--- config.mk ---
export PLATFORM = sky130hd
export DESIGN_NAME = mmul_stream_loader
export DESIGN_NICKNAME = d
export VERILOG_FILES = /design/src/rtl/mmul_pkg.sv /design/src/rtl/mmul_stream_loader.sv
export SDC_FILE = /design/constraint.sdc
export NUM_CORES = 1
export LEC_CHECK = 0
export CAP_MARGIN = 5
export CORE_MARGIN = 2
export CORE_UTILIZATION = 40
export CTS_CLUSTER_DIAMETER = 150
export DETAILED_ROUTE_END_ITERATION = 7
export PLACE_DENSITY = 0.79
export SKIP_LAST_GASP = 1
export SLEW_MARGIN = 20
export SYNTH_ARGS = -nofsm -noshare
export SYNTH_HDL_FRONTEND = slang
export SYNTH_SLANG_ARGS = --single-unit
--- constraint.sdc ---
create_clock -name clk -period 2.7 [get_ports clk]
set_input_delay 0.27 -clock clk [delete_from_list [all_inputs] [get_ports clk]]
set_output_delay 0.27 -clock clk [all_outputs]
set_load 0.005 [all_outputs]
--- src/rtl/mmul_pkg.sv ---
// Shared definitions for the 3x3 matrix unit and its byte-stream loader.
//   DW     : element width in bits
//   DIM    : matrix dimension
//   NEL    : elements per matrix (DIM*DIM)
//   MAT_W  : packed matrix width (NEL*DW)
//   mmul_ld_state_t : loader FSM states
//   elem_off(i, j)  : bit offset of element (i,j) in a packed matrix
package mmul_pkg;

  localparam int DW    = 8;
  localparam int DIM   = 3;
  localparam int NEL   = DIM * DIM;
  localparam int MAT_W = NEL * DW;

  typedef enum logic [1:0] {
    LOAD_A = 2'd0,
    LOAD_B = 2'd1,
    RUN    = 2'd2,
    DRAIN  = 2'd3
  } mmul_ld_state_t;

  // Row-major packing: element (i,j) is stream byte i*DIM+j.
  function automatic int unsigned elem_off(input int unsigned i, input int unsigned j);
    return (i * DIM + j) * DW;
  endfunction

endpackage

--- src/rtl/mmul_stream_loader.sv ---
// Byte-stream front end for the 3x3 matrix unit mmul.
// Collects 9 bytes of mat_a then 9 bytes of mat_b from the input stream,
// holds enable until mmul reports done, captures mat_a_plus_b and drains it
// as 9 bytes on the output stream, then returns to loading.
//
// Ports:
//   clk, reset_n      clock, asynchronous active-low reset
//   clear            synchronous abort to LOAD_A (wins over every other event)
//   in_data/in_valid/in_ready     operand byte stream (sink side)
//   mat_a, mat_b     packed operands to mmul
//   enable           start/hold to mmul (registered)
//   done             completion from mmul, only observed in RUN
//   mat_a_plus_b     result from mmul
//   out_data/out_valid/out_ready  result byte stream (source side)
//   busy             low only in LOAD_A with idx == 0
//   dbg_state        current FSM state, for observation
//
// Handshake semantics (both streams): a byte transfers on a rising clk edge
// where valid && ready are both high. in_ready and out_valid depend only on
// registered state, and out_data is held stable while out_valid && !out_ready.
module mmul_stream_loader
  import mmul_pkg::*;
#(
  parameter int DW  = 8,
  parameter int DIM = 3
) (
  input  logic                    clk,
  input  logic                    reset_n,
  input  logic                    clear,
  input  logic [DW-1:0]           in_data,
  input  logic                    in_valid,
  output logic                    in_ready,
  output logic [DIM*DIM*DW-1:0]   mat_a,
  output logic [DIM*DIM*DW-1:0]   mat_b,
  output logic                    enable,
  input  logic                    done,
  input  logic [DIM*DIM*DW-1:0]   mat_a_plus_b,
  output logic [DW-1:0]           out_data,
  output logic                    out_valid,
  input  logic                    out_ready,
  output logic                    busy,
  output mmul_ld_state_t          dbg_state
);

  localparam int NEL_L = DIM * DIM;
  localparam logic [3:0] LAST_IDX = 4'(NEL_L - 1);

  mmul_ld_state_t state, next_state;
  logic [3:0]            idx;
  logic [NEL_L*DW-1:0]   result;
  logic                  in_hs;
  logic                  out_hs;
  logic                  at_last;

  assign in_ready  = (state == LOAD_A) || (state == LOAD_B);
  assign out_valid = (state == DRAIN);
  assign out_data  = result[int'(idx) * DW +: DW];
  assign busy      = !((state == LOAD_A) && (idx == 4'd0));
  assign dbg_state = state;

  assign in_hs   = in_valid && in_ready;
  assign out_hs  = out_valid && out_ready;
  assign at_last = (idx == LAST_IDX);

  always_comb begin
    next_state = state;
    case (state)
      LOAD_A: if (in_hs && at_last)  next_state = LOAD_B;
      LOAD_B: if (in_hs && at_last)  next_state = RUN;
      RUN:    if (done)              next_state = DRAIN;
      DRAIN:  if (out_hs && at_last) next_state = LOAD_A;
      default:                       next_state = LOAD_A;
    endcase
    if (clear) next_state = LOAD_A;
  end

  always_ff @(posedge clk or negedge reset_n) begin
    if (!reset_n) state <= LOAD_A;
    else          state <= next_state;
  end

  // Counter, operand/result registers and enable.
  always_ff @(posedge clk or negedge reset_n) begin
    if (!reset_n) begin
      idx    <= 4'd0;
      mat_a  <= '0;
      mat_b  <= '0;
      result <= '0;
      enable <= 1'b0;
    end else if (clear) begin
      // Operand and result registers keep their contents on abort.
      idx    <= 4'd0;
      enable <= 1'b0;
    end else begin
      case (state)
        LOAD_A: if (in_hs) begin
          mat_a[int'(idx) * DW +: DW] <= in_data;
          idx <= at_last ? 4'd0 : idx + 4'd1;
        end
        LOAD_B: if (in_hs) begin
          mat_b[int'(idx) * DW +: DW] <= in_data;
          idx <= at_last ? 4'd0 : idx + 4'd1;
          if (at_last) enable <= 1'b1;
        end
        RUN: if (done) begin
          result <= mat_a_plus_b;
          enable <= 1'b0;
          idx    <= 4'd0;
        end
        DRAIN: if (out_hs) begin
          idx <= at_last ? 4'd0 : idx + 4'd1;
        end
        default: idx <= 4'd0;
      endcase
    end
  end

endmodule

==> impl_results.md, run 1 <==
* Outcome: completed
* Nets at about 1100
* Rows at 56
* Proportion of layout cells with a drive suffix above 1 at 22.30%
* Starting DRT DRC Count at 320
* Cell breakdown of the critical path: bufbuf_16 > mux2_2 > o221ai_1 > o21ai_0 > clkdlybuf4s50_1
* Max-cap violations at 0
* Initial core utilization at 40.29%
* Top post-synthesis cells by area: dfrtp_1 (60%), mux2_2 (15%), o21ai_0 (5.9%)
* Die footprint at 24670 µm²
* Proportion of synthesized chip area in sequential cells at 59.55%
* CTS Sinks at 223
* FMAX at around 380 MHz
* Initial antenna violation count at 2
* Top cell type's share of synthesized area at 59.55%
* Fill count at 1922
* IO Count at 244
* Diode count at 0
* DRT antenna net count at 0
* Synth Area per Inst at 12.28 µm²
* Ys Warns at 0
* Worst slew pin tran at 0.7589 ns
* Mapped Cells at 763
* WP buf/inv at 2
* CP Data Arrival Time at 2.39 ns
* Core area at 23260 µm²
* Inserted Clock Buffers at 24
* CTS tree: built
* Die height at 157.1 µm
* Required @ worst endpoint at 2.43 ns
* Vias at 6954
* Area grow syn2layout at 42.54%
* CTS root buf: clkbuf_16
* CTS max path bufs at 3
* Synth area leader: dfrtp_1
* Synthesis-stage register bit count at approximately 220
* Die Wd at 157.1 µm
* Wire length per cell at 18.51 µm
* Critical path launch point type: register
* Setup_tns at 0 ns
* Fin Clk Skew at between 0.009 and 0.01 ns
* R2r worst-path depth at 6
* Pwr/cell area at 721.5 nW/µm²
* Final hold violations at 0
* Overall Global Routing Usage at 20.53%
* CP Class: register to output port
* Critical path fanouts, max at 16
* Top delay family on crit path: buffers and inverters
* Gp weighted congestion at 0.8126
* Clock period minus worst slack at 2.663 ns
* Commonest non-fill, non-tap cell in the layout: clkdlybuf4s50_1
* Synthesized area at 9371 µm²
* First-pass GRT wire length at 39.50 mm
* Overflow after GRT at 0
* DP HPWL at 18.48 mm
* Fin crit share at 98.64%
* Clk pin slew, worst setup/hold paths at 0.06 ns
* Relative slew margins at 49.41%
* Clock latency at the later pin of the worst-skew pair at 0.52 ns
* # setup viols final at 0
* Post-place setup slack at 0.2812 ns
* Post-synthesis cell type count at 42
* Total iterations of the first detailed-routing run at 5
* Most frequent cells in the layout: clkdlybuf4s50_1 (236), dfrtp_1 (221), nand2_1 (136)
* Max-slew violation count at 0
* Largest net degree at the start of global routing at 100
* Final wirelength at approximately 25 mm
* Setup slack, reg-to-reg at approximately 0.18 ns
* VDD IR max at ~0.55 mV
* DR vias/cell at 5.065
* Vias in the first global route at 7061
* Crit-path max cell delay at 0.48 ns
* CP max-delay cell: clkdlybuf4s50_1
* RSZ-0062 raised after global routing: yes
* Syn nets at 860
* DRC Markers at 0
* Hold WC Path Type: input port to async pin
* Setup WS post-layout at 0.03663 ns
* # port buffers at 243
* Crit. End Element: output port
* Worst path depth at 5
* CTS HTree Levels at 1
* Leakage at 6.100 nW
## synthesized netlist by cell type
library cell	instances
a31oi_1	1
nor3_2	1
nand2_1	136
mux4_2	12
or2_2	1
inv_1	7
nor2b_1	2
a21oi_1	2
and3b_1	2
buf_4	1
dfrtp_1	223
nor3b_4	2
nand4b_1	1
mux2i_1	5
o221ai_1	4
nor3b_2	1
and2_1	12
nor4_1	1
mux2_2	128
nand4_1	6
buf_2	13
nand2_2	1
a2111o_4	1
nor3_4	2
xnor2_1	1
nand2b_1	8
o21ai_1	1
o2111ai_1	7
o21bai_1	1
ha_1	11
o22ai_1	1
clkinv_1	1
a211oi_1	1
clkbuf_1	21
nand3_1	12
buf_1	1
nor2_1	16
o211a_1	1
o21ai_0	110
nor3_1	3
nor4b_1	1
and3b_2	1
## logic make-up (layout without fill, tap and decap cells)
kind of cell               Yosys count  after routing  share of synthesized area [%]
adders and majority gates           11             11                          1.469
xor gates and xnor gates             1              1                        0.09348
and+or+nand+nor                    209            209                          10.43
muxes                              145            145                          18.80
DFF                                223            223                          59.55
buffers and inverters               44            335                          1.976
AOI/OAI and AO/OA                  130            130                          7.690
## routing by layer
layer	part of all wire [%]	vias to the layer above	track usage (%)	routed length (µm)
li1	-	3221	-	-
met4	2.1	2	5.281	529
met3	9.0	42	6.333	2286
met2	48	282	34.46	12290
met1	40	3407	25.94	10290
met5	0.059	-	0	15
## where the power goes
| part | internal [W] | switching (W) |
|---|---|---|
| Combinational | 0.00116 | 0.000958 |
| Sequential | 0.00381 | 0.000277 |
| Clock | 0.00212 | 0.00131 |
## sequential cells by signal (all words and copies together), names as in the netlist
register,flops
mat_a,72
idx,4
mat_b,72
enable,1
result,72
dbg_state,2
## timing repair
item / CTS / global route
hold buffers: 1 / 0
gates resized for setup: 3 / 13
cloned: 1 / 1
setup buffers: 3 / 6
endpoints found under the setup margin: 3 / 23
endpoints found under the hold margin: 94 / 0
## final cells by class
type | instances | area, µm² | area share [%]
flip-flops and latches | 223 | 5583 | 41.79
multi-input cells | 496 | 3630 | 27.17
repair buffers | 284 | 2875 | 21.52
clock buffers | 37 | 719.4 | 5.386
well taps | 319 | 399.1 | 2.988
clock inverters | 6 | 120.1 | 0.8992
inverters | 8 | 31.28 | 0.2342
## final timing paths
check | startpoint | endpoint
worst max register to register | idx[0]$_DFFE_PN0P_ | mat_a[67]$_DFFE_PN0P_
max in group asynchronous | reset_n | mat_a[11]$_DFFE_PN0P_
worst max-delay path | idx[0]$_DFFE_PN0P_ | out_data[1]
min in group clk | mat_a_plus_b[32] | result[32]$_DFFE_PN0P_
worst min register to register | mat_b[20]$_DFFE_PN0P_ | mat_b[20]$_DFFE_PN0P_
worst min-delay path | reset_n | mat_a[52]$_DFFE_PN0P_
## per-stage QoR
step / total power, W / utilization, % / cells / hold WS [ns] / area, µm²
2_1_floorplan: 0.005174 / - / 763 / -0.02559 / 9389
3_3_place_gp: 0.006066 / 53.00 / 1318 / 0.3569 / 12330
3_5_place_dp: 0.006155 / 53.00 / 1318 / 0.3709 / 12330
4_1_cts: 0.009671 / 56.96 / 1366 / 0.3488 / 13250
5_1_grt: 0.01009 / 57.42 / 1373 / 0.3565 / 13360
6_report: 0.009638 / 57.42 / 1373 / 0.3579 / 13360
Note: power is estimated with default switching activity, not from simulation.
==> run 2, diff against run 1 <==
Settings changed: CORE_ASPECT_RATIO from default to 0.7, CTS_CLUSTER_DIAMETER 150 to 80.
==> run 2 against run 1 <==
  * Cell area down 0.99%
  * First-iteration DRC count up 19%
  * Wire length up 1.7%
  * Maximum frequency down 0.73%
  * Cell count down 1.0%
  * Non-clock buffer count down 5
  * Combinational power about the same
  * Worst setup slack worse by 0.020 ns
  * Largest cell class unchanged
==> impl_results.md, run 2 (synthesis gave the netlist of run 1 again) <==
* Starting DRT DRC Count at 382
* Die footprint at 24690 µm²
* Dpl cell area at 12330 µm²
* Clk pin slew, worst setup/hold paths at about 0.060 ns
* Final Non-Filler Cells at 1359
* Clock period minus worst slack at around 2.7 ns
* DRT antenna net count at 0
* Initial core utilization at 41.01%
* Fill count at 1870
* Post-place setup slack at about 0.26 ns
* DP HPWL at 19.10 mm
* Reg-to-Reg Start: idx[0]$_DFFE_PN0P_
* CTS tree: built
* Hold WC Path Type: input port to async pin
* Wire length per cell at 19.02 µm
* CP Class: register to output port
* Inserted Clock Buffers at 23
* Crit. End Element: output port
* Clock latency at the later pin of the worst-skew pair at about 0.51 ns
* VDD IR max at 0.5765 mV
* DR vias/cell at approximately 5
* Setup slack, reg-to-reg at around 0.12 ns
* Nets at 1128
* Commonest non-fill, non-tap cell in the layout: clkdlybuf4s50_1
* CTS HTree Levels at 1
* # setup viols final at 0
* Setup_tns at 0 ns
* Relative slew margins at around 60%
* First-pass GRT wire length at 41.19 mm
* Largest registers: mat_a: 72 flops, mat_b: 72 flops, result: 72 flops
* Required @ worst endpoint at 2.43 ns
* Area grow syn2layout at 41.12%
* Overflow after GRT at 0
* IO Count at 244
* Die Wd at ~190 µm
* Largest net degree at the start of global routing at 75
* # port buffers at 243
* Outcome: completed
* Rows at 46
* Vias in the first global route at ~7100
* CTS root buf: clkbuf_16
* Max-cap violations at 0
* R2r worst-path depth at 8
* Core area at ~23000 µm²
* CTS Sinks at 223
* Placed cells at between 1000 and 1500
* Pwr/cell area at 727.0 nW/µm²
* Total power at 0.009615 W
* CTS max path bufs at 3
* Overall Global Routing Usage at 21.04%
* Leakage at between 5 and 6 nW
* FMAX at 372.7 MHz
* Setup crit end: out_data[0]
* Post-route cell area at 13230 µm²
* Cell breakdown of the critical path: buf_12 > mux4_2 > mux2i_2 > o21ai_0 > clkdlybuf4s50_1
* Final hold violations at 0
* Most frequent cells in the layout: clkdlybuf4s50_1 (242), dfrtp_1 (221), nand2_1 (136)
* Total iterations of the first detailed-routing run at 5
* Fin crit share at 99.37%
* Final wirelength at ~26 mm
* Max-slew violation count at 0
* Initial antenna violation count at 0
* Critical path fanouts, max at 11
* Crit. Startpoint: idx[0]$_DFFE_PN0P_
* RSZ-0062 raised after global routing: yes
* CP Data Arrival Time at 2.41 ns
* Worst r2r dst: mat_a[37]$_DFFE_PN0P_
* Diode count at 0
* CP max-delay cell: mux4_2
* Fin Clk Skew at 0.01187 ns
* Proportion of layout cells with a drive suffix above 1 at 22.16%
* Worst slew pin tran at 0.5802 ns
* Critical path launch point type: register
* DRC Markers at 0
* Vias at 6908
* Setup WS post-layout at around 0.017 ns
* Gp weighted congestion at 0.7987
* Die height at about 130 µm
* Crit-path max cell delay at approximately 0.53 ns
==> run 2: where the power goes <==
| group | total (W) | switching, W | internal, W | leakage, nW |
|---|---|---|---|---|
| clock network | 0.00347 | 0.00136 | 0.00211 | 0.401 |
| registers | 0.00405 | 0.000248 | 0.00381 | 3.09 |
| logic | 0.00209 | 0.000975 | 0.00112 | 2.44 |
==> run 2: critical path: cells and delay by family (launching register included) <==
kind / cells / cell delay (ns)
multiplexers: 2 / 0.73
buffers and inverters: 2 / 0.62
flip-flops: 1 / 0.41
AO/OA/AOI/OAI: 1 / 0.13
==> run 2: metal layers <==
metal	share of wire, %	global-route usage, %
met1	46	30.09
met2	44	31.91
met3	7.6	6.042
met4	2.1	4.674
met5	0	0
==> run 2: repair_timing <==
| item | 4_1_cts | 5_1_grt |
|---|---|---|
| setup buffers | 3 | 0 |
| gates resized for setup | 5 | 3 |
| endpoints found under the hold margin | 52 | 0 |
| endpoints found under the setup margin | 8 | 6 |
| hold buffers | 1 | 0 |
==> run 2: how the worst min path moves through the flow <==
stage | start | endpoint | cells past startpoint
2_1_floorplan | reset_n | dbg_state[0]$_DFFE_PN0P_ | 0
4_1_cts | reset_n | mat_b[29]$_DFFE_PN0P_ | 2
5_1_grt | reset_n | mat_b[29]$_DFFE_PN0P_ | 2
3_3_place_gp | reset_n | mat_b[29]$_DFFE_PN0P_ | 1
3_5_place_dp | reset_n | mat_b[29]$_DFFE_PN0P_ | 1
6_report | reset_n | mat_b[29]$_DFFE_PN0P_ | 2
==> run 2: cell type report <==
| class | instances | area (µm²) | share of cell area [%] |
|---|---|---|---|
| Tap cell | 312 | 390.4 | 2.952 |
| Clock inverter | 16 | 227.7 | 1.722 |
| Sequential cell | 223 | 5583 | 42.21 |
| Clock buffer | 25 | 603.1 | 4.560 |
| Multi-Input combinational cell | 496 | 3622 | 27.39 |
| Timing Repair Buffer | 279 | 2768 | 20.93 |
| Inverter | 8 | 31.28 | 0.2365 |
==> run 2: metrics by stage <==
step | util (%) | hold WS [ns]
after CTS | 57.84 | 0.2860
after detailed placement | 53.98 | 0.2303
after global routing | 57.88 | 0.2970
final | 57.88 | 0.2682
after global placement | 53.98 | 0.2282
after floorplan | - | -0.02559
==> run 3, diff against run 2 <==
Settings changed: CAP_MARGIN 5 to 15.
==> results of run 3 <==
Final layout, timing and power as in run 2 (identical DEF).
